<file path="src/rtl/motor_pkg.sv">
// motor_pkg
// Shared types, default widths and the duty saturation helper for the
// differential drive PWM block.
//   chan_state_t : per-channel state (IDLE, RUN, BRAKE)
//   clamp_duty   : clamps a signed value to [-(2**duty_w-1), +(2**duty_w-1)]
package motor_pkg;

  typedef enum logic [1:0] {
    IDLE,
    RUN,
    BRAKE
  } chan_state_t;

  localparam int DEF_CONTROL_WIDTH    = 16;
  localparam int DEF_DUTY_WIDTH       = 10;
  localparam int DEF_DEADTIME_PERIODS = 2;

  // Operates on a 32-bit container so one helper serves any duty width;
  // callers narrow the result to DUTY_WIDTH+1 bits.
  function automatic logic signed [31:0] clamp_duty(input logic signed [31:0] value,
                                                    input int               duty_w);
    logic signed [31:0] max_duty;
    max_duty = (32'sd1 <<< duty_w) - 32'sd1;
    if (value > max_duty) begin
      return max_duty;
    end else if (value < -max_duty) begin
      return -max_duty;
    end else begin
      return value;
    end
  endfunction

endpackage

</file>
<file path="src/rtl/pwm_channel.sv">
// pwm_channel
// One motor side: holds state, magnitude, direction and brake counter and
// drives the registered PWM compare.
//   clk, reset_n : clock, asynchronous active-low reset
//   en           : low forces IDLE on the next clock
//   boundary     : PWM period boundary tick (already qualified by clk_en/en)
//   cnt_next     : value the shared counter takes on this clock edge
//   target       : clamped signed target duty for this side
//   pwm, dir     : registered H-bridge drive, dir 1 = forward
//   duty         : registered signed applied duty
module pwm_channel
  import motor_pkg::*;
#(
  parameter int DUTY_WIDTH       = DEF_DUTY_WIDTH,
  parameter int DEADTIME_PERIODS = DEF_DEADTIME_PERIODS
) (
  input  logic                         clk,
  input  logic                         reset_n,
  input  logic                         en,
  input  logic                         boundary,
  input  logic        [DUTY_WIDTH-1:0] cnt_next,
  input  logic signed [DUTY_WIDTH:0]   target,
  output logic                         pwm,
  output logic                         dir,
  output logic signed [DUTY_WIDTH:0]   duty
);

  localparam int BRAKE_W = (DEADTIME_PERIODS < 2) ? 1 : $clog2(DEADTIME_PERIODS + 1);
  localparam logic [BRAKE_W-1:0] BRAKE_LOAD = BRAKE_W'(DEADTIME_PERIODS);

  chan_state_t               state, state_n;
  logic [DUTY_WIDTH-1:0]     mag, mag_n, new_mag;
  logic                      dir_n, new_fwd, pwm_n;
  logic [BRAKE_W-1:0]        brake_cnt, brake_n;
  logic signed [DUTY_WIDTH:0] duty_n, mag_s;

  always_comb begin
    new_fwd = ~target[DUTY_WIDTH];
    // |target| never exceeds MAX_DUTY, so it fits in DUTY_WIDTH bits.
    new_mag = DUTY_WIDTH'(target[DUTY_WIDTH] ? -target : target);

    state_n = state;
    mag_n   = mag;
    dir_n   = dir;
    brake_n = brake_cnt;

    if (!en) begin
      state_n = IDLE;
      mag_n   = '0;
      dir_n   = 1'b1;
      brake_n = '0;
    end else if (boundary) begin
      unique case (state)
        IDLE: begin
          state_n = RUN;
          mag_n   = new_mag;
          dir_n   = new_fwd;
        end
        RUN: begin
          // A nonzero request in the opposite direction must pass through
          // the dead periods first; a zero request keeps the old direction.
          if ((new_fwd != dir) && (new_mag != '0)) begin
            state_n = BRAKE;
            brake_n = BRAKE_LOAD;
            mag_n   = '0;
          end else begin
            mag_n = new_mag;
          end
        end
        BRAKE: begin
          if (brake_cnt > BRAKE_W'(1)) begin
            brake_n = brake_cnt - BRAKE_W'(1);
          end else begin
            state_n = RUN;
            brake_n = '0;
            mag_n   = new_mag;
            if (new_mag != '0) begin
              dir_n = new_fwd;
            end
          end
        end
        default: state_n = IDLE;
      endcase
    end

    // Compare against the counter's next value so the registered pwm always
    // matches the registered counter and magnitude.
    pwm_n  = (state_n == RUN) && (cnt_next < mag_n);
    mag_s  = signed'({1'b0, mag_n});
    duty_n = (state_n == RUN) ? (dir_n ? mag_s : -mag_s) : '0;
  end

  always_ff @(posedge clk or negedge reset_n) begin
    if (!reset_n) begin
      state     <= IDLE;
      mag       <= '0;
      dir       <= 1'b1;
      brake_cnt <= '0;
      pwm       <= 1'b0;
      duty      <= '0;
    end else begin
      state     <= state_n;
      mag       <= mag_n;
      dir       <= dir_n;
      brake_cnt <= brake_n;
      pwm       <= pwm_n;
      duty      <= duty_n;
    end
  end

endmodule

</file>
<file path="src/rtl/differential_drive_pwm.sv">
// differential_drive_pwm
// Mixes a signed steering correction with a base speed into left/right
// saturated PWM drive with direction and reversal braking.
//   clk, reset_n       : clock, asynchronous active-low reset
//   clk_en             : PWM tick strobe, all counting advances only on ticks
//   en                 : enable, low forces idle on the next clock
//   base_speed         : unsigned forward speed common to both sides
//   control_in         : signed correction, positive makes the left side faster
//   pwm_l/r, dir_l/r   : registered H-bridge drive, dir 1 = forward
//   duty_l/r           : registered signed applied duty
//   period_start       : one-clock pulse after every period boundary tick
module differential_drive_pwm
  import motor_pkg::*;
#(
  parameter int CONTROL_WIDTH    = DEF_CONTROL_WIDTH,
  parameter int DUTY_WIDTH       = DEF_DUTY_WIDTH,
  parameter int DEADTIME_PERIODS = DEF_DEADTIME_PERIODS
) (
  input  logic                            clk,
  input  logic                            reset_n,
  input  logic                            clk_en,
  input  logic                            en,
  input  logic        [DUTY_WIDTH-1:0]    base_speed,
  input  logic signed [CONTROL_WIDTH-1:0] control_in,
  output logic                            pwm_l,
  output logic                            pwm_r,
  output logic                            dir_l,
  output logic                            dir_r,
  output logic signed [DUTY_WIDTH:0]      duty_l,
  output logic signed [DUTY_WIDTH:0]      duty_r,
  output logic                            period_start
);

  localparam int SUM_W = ((CONTROL_WIDTH > DUTY_WIDTH + 1) ? CONTROL_WIDTH : DUTY_WIDTH + 1) + 1;
  localparam logic [DUTY_WIDTH-1:0] MAX_DUTY = '1;

  logic [DUTY_WIDTH-1:0]      cnt, cnt_n;
  logic                       active, tick, boundary;
  logic signed [SUM_W-1:0]    base_ext, ctrl_ext, sum_l, sum_r;
  logic signed [DUTY_WIDTH:0] target_l, target_r;

  // Mixing is wide enough that neither sum can overflow before clamping.
  assign base_ext = SUM_W'(base_speed);
  assign ctrl_ext = SUM_W'(control_in);
  assign sum_l    = base_ext + ctrl_ext;
  assign sum_r    = base_ext - ctrl_ext;
  assign target_l = (DUTY_WIDTH + 1)'(clamp_duty(32'(sum_l), DUTY_WIDTH));
  assign target_r = (DUTY_WIDTH + 1)'(clamp_duty(32'(sum_r), DUTY_WIDTH));

  // The first tick after enable is a boundary too; it leaves cnt at 0 so
  // the first period after enabling is a full 2**DUTY_WIDTH ticks.
  assign tick     = clk_en & en;
  assign boundary = tick & (~active | (cnt == MAX_DUTY));

  always_comb begin
    cnt_n = cnt;
    if (!en) begin
      cnt_n = '0;
    end else if (tick) begin
      cnt_n = active ? cnt + DUTY_WIDTH'(1) : '0;
    end
  end

  always_ff @(posedge clk or negedge reset_n) begin
    if (!reset_n) begin
      cnt          <= '0;
      active       <= 1'b0;
      period_start <= 1'b0;
    end else begin
      cnt          <= cnt_n;
      period_start <= boundary;
      if (!en) begin
        active <= 1'b0;
      end else if (tick) begin
        active <= 1'b1;
      end
    end
  end

  pwm_channel #(
    .DUTY_WIDTH      (DUTY_WIDTH),
    .DEADTIME_PERIODS(DEADTIME_PERIODS)
  ) u_left (
    .clk     (clk),
    .reset_n (reset_n),
    .en      (en),
    .boundary(boundary),
    .cnt_next(cnt_n),
    .target  (target_l),
    .pwm     (pwm_l),
    .dir     (dir_l),
    .duty    (duty_l)
  );

  pwm_channel #(
    .DUTY_WIDTH      (DUTY_WIDTH),
    .DEADTIME_PERIODS(DEADTIME_PERIODS)
  ) u_right (
    .clk     (clk),
    .reset_n (reset_n),
    .en      (en),
    .boundary(boundary),
    .cnt_next(cnt_n),
    .target  (target_r),
    .pwm     (pwm_r),
    .dir     (dir_r),
    .duty    (duty_r)
  );

endmodule

</file>
<file path="config.mk">
export PLATFORM = sky130hd
export DESIGN_NAME = differential_drive_pwm
export DESIGN_NICKNAME = d
export VERILOG_FILES = /design/src/rtl/motor_pkg.sv /design/src/rtl/pwm_channel.sv /design/src/rtl/differential_drive_pwm.sv
export SDC_FILE = /design/constraint.sdc
export NUM_CORES = 1
export LEC_CHECK = 0
export CAP_MARGIN = 20
export CORE_MARGIN = 5
export CORE_UTILIZATION = 43
export CTS_CLUSTER_SIZE = 30
export DETAILED_ROUTE_END_ITERATION = 6
export PLACE_DENSITY_LB_ADDON = 0.3
export SYNTH_ARGS = -nofsm -noshare
export SYNTH_HDL_FRONTEND = slang
export SYNTH_SLANG_ARGS = --single-unit
</file>
<file path="constraint.sdc">
create_clock -name clk -period 3.6 [get_ports clk]
set_clock_uncertainty 0.15 [all_clocks]
set_input_delay 0.36 -clock clk [delete_from_list [all_inputs] [get_ports clk]]
set_output_delay 0.36 -clock clk [all_outputs]
set_load 0.005 [all_outputs]
</file>
==> results.txt <==
most common cell in the netlist: nand2_1
status: finished with violations
core area: 14600 µm²
Die ar.: 17600 µm²
Sw Share: 36.2%
Core Util, Final: 79.0%
Total Wirelength: 27700 µm
Detail Placement HPWL: 17200 µm
Clock Sinks: 66
Slew HR: 43.4%
DRT iter0 DRCs: 943
Worst EP required: 3.71 ns
pre-CTS setup slack: -2.34 ns
met3 usage: 6.23%
Finished Layout Cells: 1385
Slew Viols, Final: 0
vias in the first global route: 8104
sw power: 1.19 mW
later-pin clock latency in the skew report: 0.35 ns
Hold Slack: 0.348 ns
Post-DRT Antenna Nets: 0
Startpoint Class: input pin
fin nets: 1271
Mapped Area: 6470 µm²
root buffer cell: clkbuf_16
RSZ-0062 raised after global routing: yes
DRC: 0
Int Power: 2.10 mW
synth unique cells: 86
initial antenna violation count: 0
WS Path Type: in2reg
Synth Net Count: 894
worst slew pin tran: 0.849 ns
Commonest cells post-synth: 69 x nand2_1, 64 x dfrtp_1, 62 x a21oi_1
Worst-path clk slew: 0.06 ns
Syn Area/Cell: 7.90 µm²
Crit Reg-Reg Startpoint: cnt[3]
CTS tree: yes
diode count: 0
final hold violations: 0
Mapped Cells: 819
Routability Congestion: 0.967
first-pass GRT wire length: 39900 µm
hold path startpoint: u_left.brake_cnt[0]
largest net degree at the start of global routing: 38
CTS Buf Count: 9
area leader, netlist: dfrtp_1
worst min path class: reg2reg
H-Tree Depth: 3
Final Cycle Share: 150%
FILL cells: 807
cell total after placement: 1287
area share of the largest cell type after synthesis: 24.8%
combinational share of power: 48.3%
layout overhead on the synthesized area: 78.7%
GRT Util Overall: 27.3%
total gr overflow: 0
Post-synth ARST share: 100%
busiest grt layer: met2
Top-Level Pins: 57
Tmin final: 5.39 ns
drt wl/cell: 20.0 µm
routed via count: 8601
Critical Path Start: base_speed[0]
Warnings, synthesis: 0
DIE WIDTH: 133 µm
Seq pwr share: 24.7%
VDD IR max: 204 µV
Seq cells post-synth: 66
number of buffers on the longest clock path: 2
met1 usage: 35.1%
failing checks: setup timing
met2 usage: 45.7%
PortBufs: 56
share of cells above drive strength 1: 49.9%
Clk network pwr share: 27.0%
power per cell area: 284 nW/µm²
Max-Cap Viols: 0
CP endpoint kind: flip-flop
CP max FO: 4
Post-synth EDFFs: 0
top cells by area, synth: dfrtp_1 25%, ha_1 8.3%, a21oi_1 4.8%, nand2_1 4.0%, o21ai_0 3.4%
area taken by multi-input logic gates: 5680 µm²
Initial Util: 44.2%
DR vias/cell: 6.21
Setup WS post-layout: -1.79 ns
Die H: 133 µm
Reg area: 1650 µm²
FMAX: 186 MHz
Pre-Repair DR Iteration Count: 6
Lkg Pwr: 5.09 nW
Post-synth top flop: dfrtp_1
register area share after synthesis: 25.6%
critical path arrival: 5.50 ns
# rows: 44
setup violators final: 48
==> final cells by class <==
| cell class | count | area share (%) |
|---|---|---|
| inverter | 62 | 2.34 |
| clock inverter | 3 | 0.346 |
| timing repair inverter | 1 | 0.141 |
| tap | 184 | 1.99 |
| timing repair buffer | 402 | 29.6 |
| multi-input combinational | 654 | 49.2 |
| clock buffer | 13 | 2.16 |
| sequential | 66 | 14.3 |
==> registers in the layout, indices dropped and copies added (netlist names), 10 cells and up <==
name          flops
u_left.duty      11
u_right.duty     11
cnt              10
u_left.mag       10
u_right.mag      10
==> cell usage in the layout (no fill, tap or decap), types with 8 or more instances in the layout <==
cell type,netlist,layout
buf_4,2,271
buf_6,3,69
dfrtp_1,64,64
nand2_1,69,59
nor2_1,54,46
a21oi_1,62,41
clkdlybuf4s50_1,0,35
inv_1,58,29
nand3_1,35,27
ha_1,43,25
inv_2,3,24
o21ai_0,44,23
xnor2_1,22,19
o21ai_1,10,18
nor3_1,32,18
ha_4,0,16
xor2_1,15,15
a21oi_2,0,15
a21o_1,14,14
o21a_1,16,14
and3_1,14,11
nand4_1,10,10
a211oi_1,16,10
o211ai_1,10,10
o31ai_1,12,10
o21ai_2,0,9
clkbuf_16,0,9
nor4_1,15,8
nor3_2,1,8
dlygate4sd2_1,0,8
==> metrics by stage <==
| stage | power, mW | cell area (µm²) | TNS [ns] |
|---|---|---|---|
| floorplan | 1.45 | 6980 | -48.88 |
| global placement | 2.01 | 9540 | -87.86 |
| detailed placement | 2.03 | 9540 | -92.15 |
| CTS | 3.09 | 10900 | -57.07 |
| global route | 3.42 | 11600 | -66.03 |
| finish | 3.29 | 11600 | -59.90 |
==> worst max-delay path, stage by stage <==
cell       delay [ns]
buf_6            0.10
buf_6            0.11
ha_4             0.15
inv_2            0.06
fa_2             0.24
o21bai_4         0.09
o21a_1           0.18
or4_4            0.56
a2111oi_4        0.46
nand4_1          0.24
nand3_2          0.14
a21boi_2         0.09
ha_4             0.18
inv_4            0.06
nor4_4           0.05
and4_1           0.16
or4_1            0.51
a41oi_2          0.21
and4bb_2         0.31
buf_6            0.11
nand3_4          0.05
a311o_1          0.33
ha_1             0.33
a21oi_1          0.13
o21ai_1          0.09
a31oi_1          0.20
==> repair_timing <==
action,in CTS,in global routing
cloned,2,0
resized for setup,199,142
hold buffers,1,0
setup endpoints to repair,54,54
buffers inserted,71,38
pin swaps,94,88
endpoints found under the hold margin,34,0
==> power groups by stage <==
stage	logic, mW	clock network, mW	registers (mW)
2_1_floorplan	0.639	0	0.812
3_3_place_gp	1.19	0	0.818
3_5_place_dp	1.21	0	0.818
4_1_cts	1.40	0.877	0.808
5_1_grt	1.67	0.931	0.815
6_report	1.59	0.887	0.812
==> per-layer routing <==
layer  vias up  wire [µm]  part of all wire [%]
met4         0       1060                   3.8
met1      4109      10900                    39
met3       125       2330                   8.4
met2       534      13400                    48
met5         -          0                     0
li1       3833          -                     -
==> final timing paths <==
check                                 endpoint  slack [ns]  depth (start not counted)
max reg2reg                    u_right.duty[8]        0.01                         13
min reg2reg                u_left.brake_cnt[0]        0.35                          1
max                                 u_left.pwm       -1.79                         26
min in group asynchronous        u_left.mag[7]        0.50                          2
max in group asynchronous          u_right.dir        1.99                          3
min                        u_left.brake_cnt[0]        0.35                          1
==> logic make-up after synthesis <==
group                      synth area share [%]
DFF                                        25.6
buffers and inverters                      6.40
muxes                                      1.32
and+or+nand+nor                            24.3
xor gates and xnor gates                   5.01
adders and majority gates                  8.93
AOI/OAI and AO/OA                          28.5
Note: power is estimated with default switching activity, not from simulation.
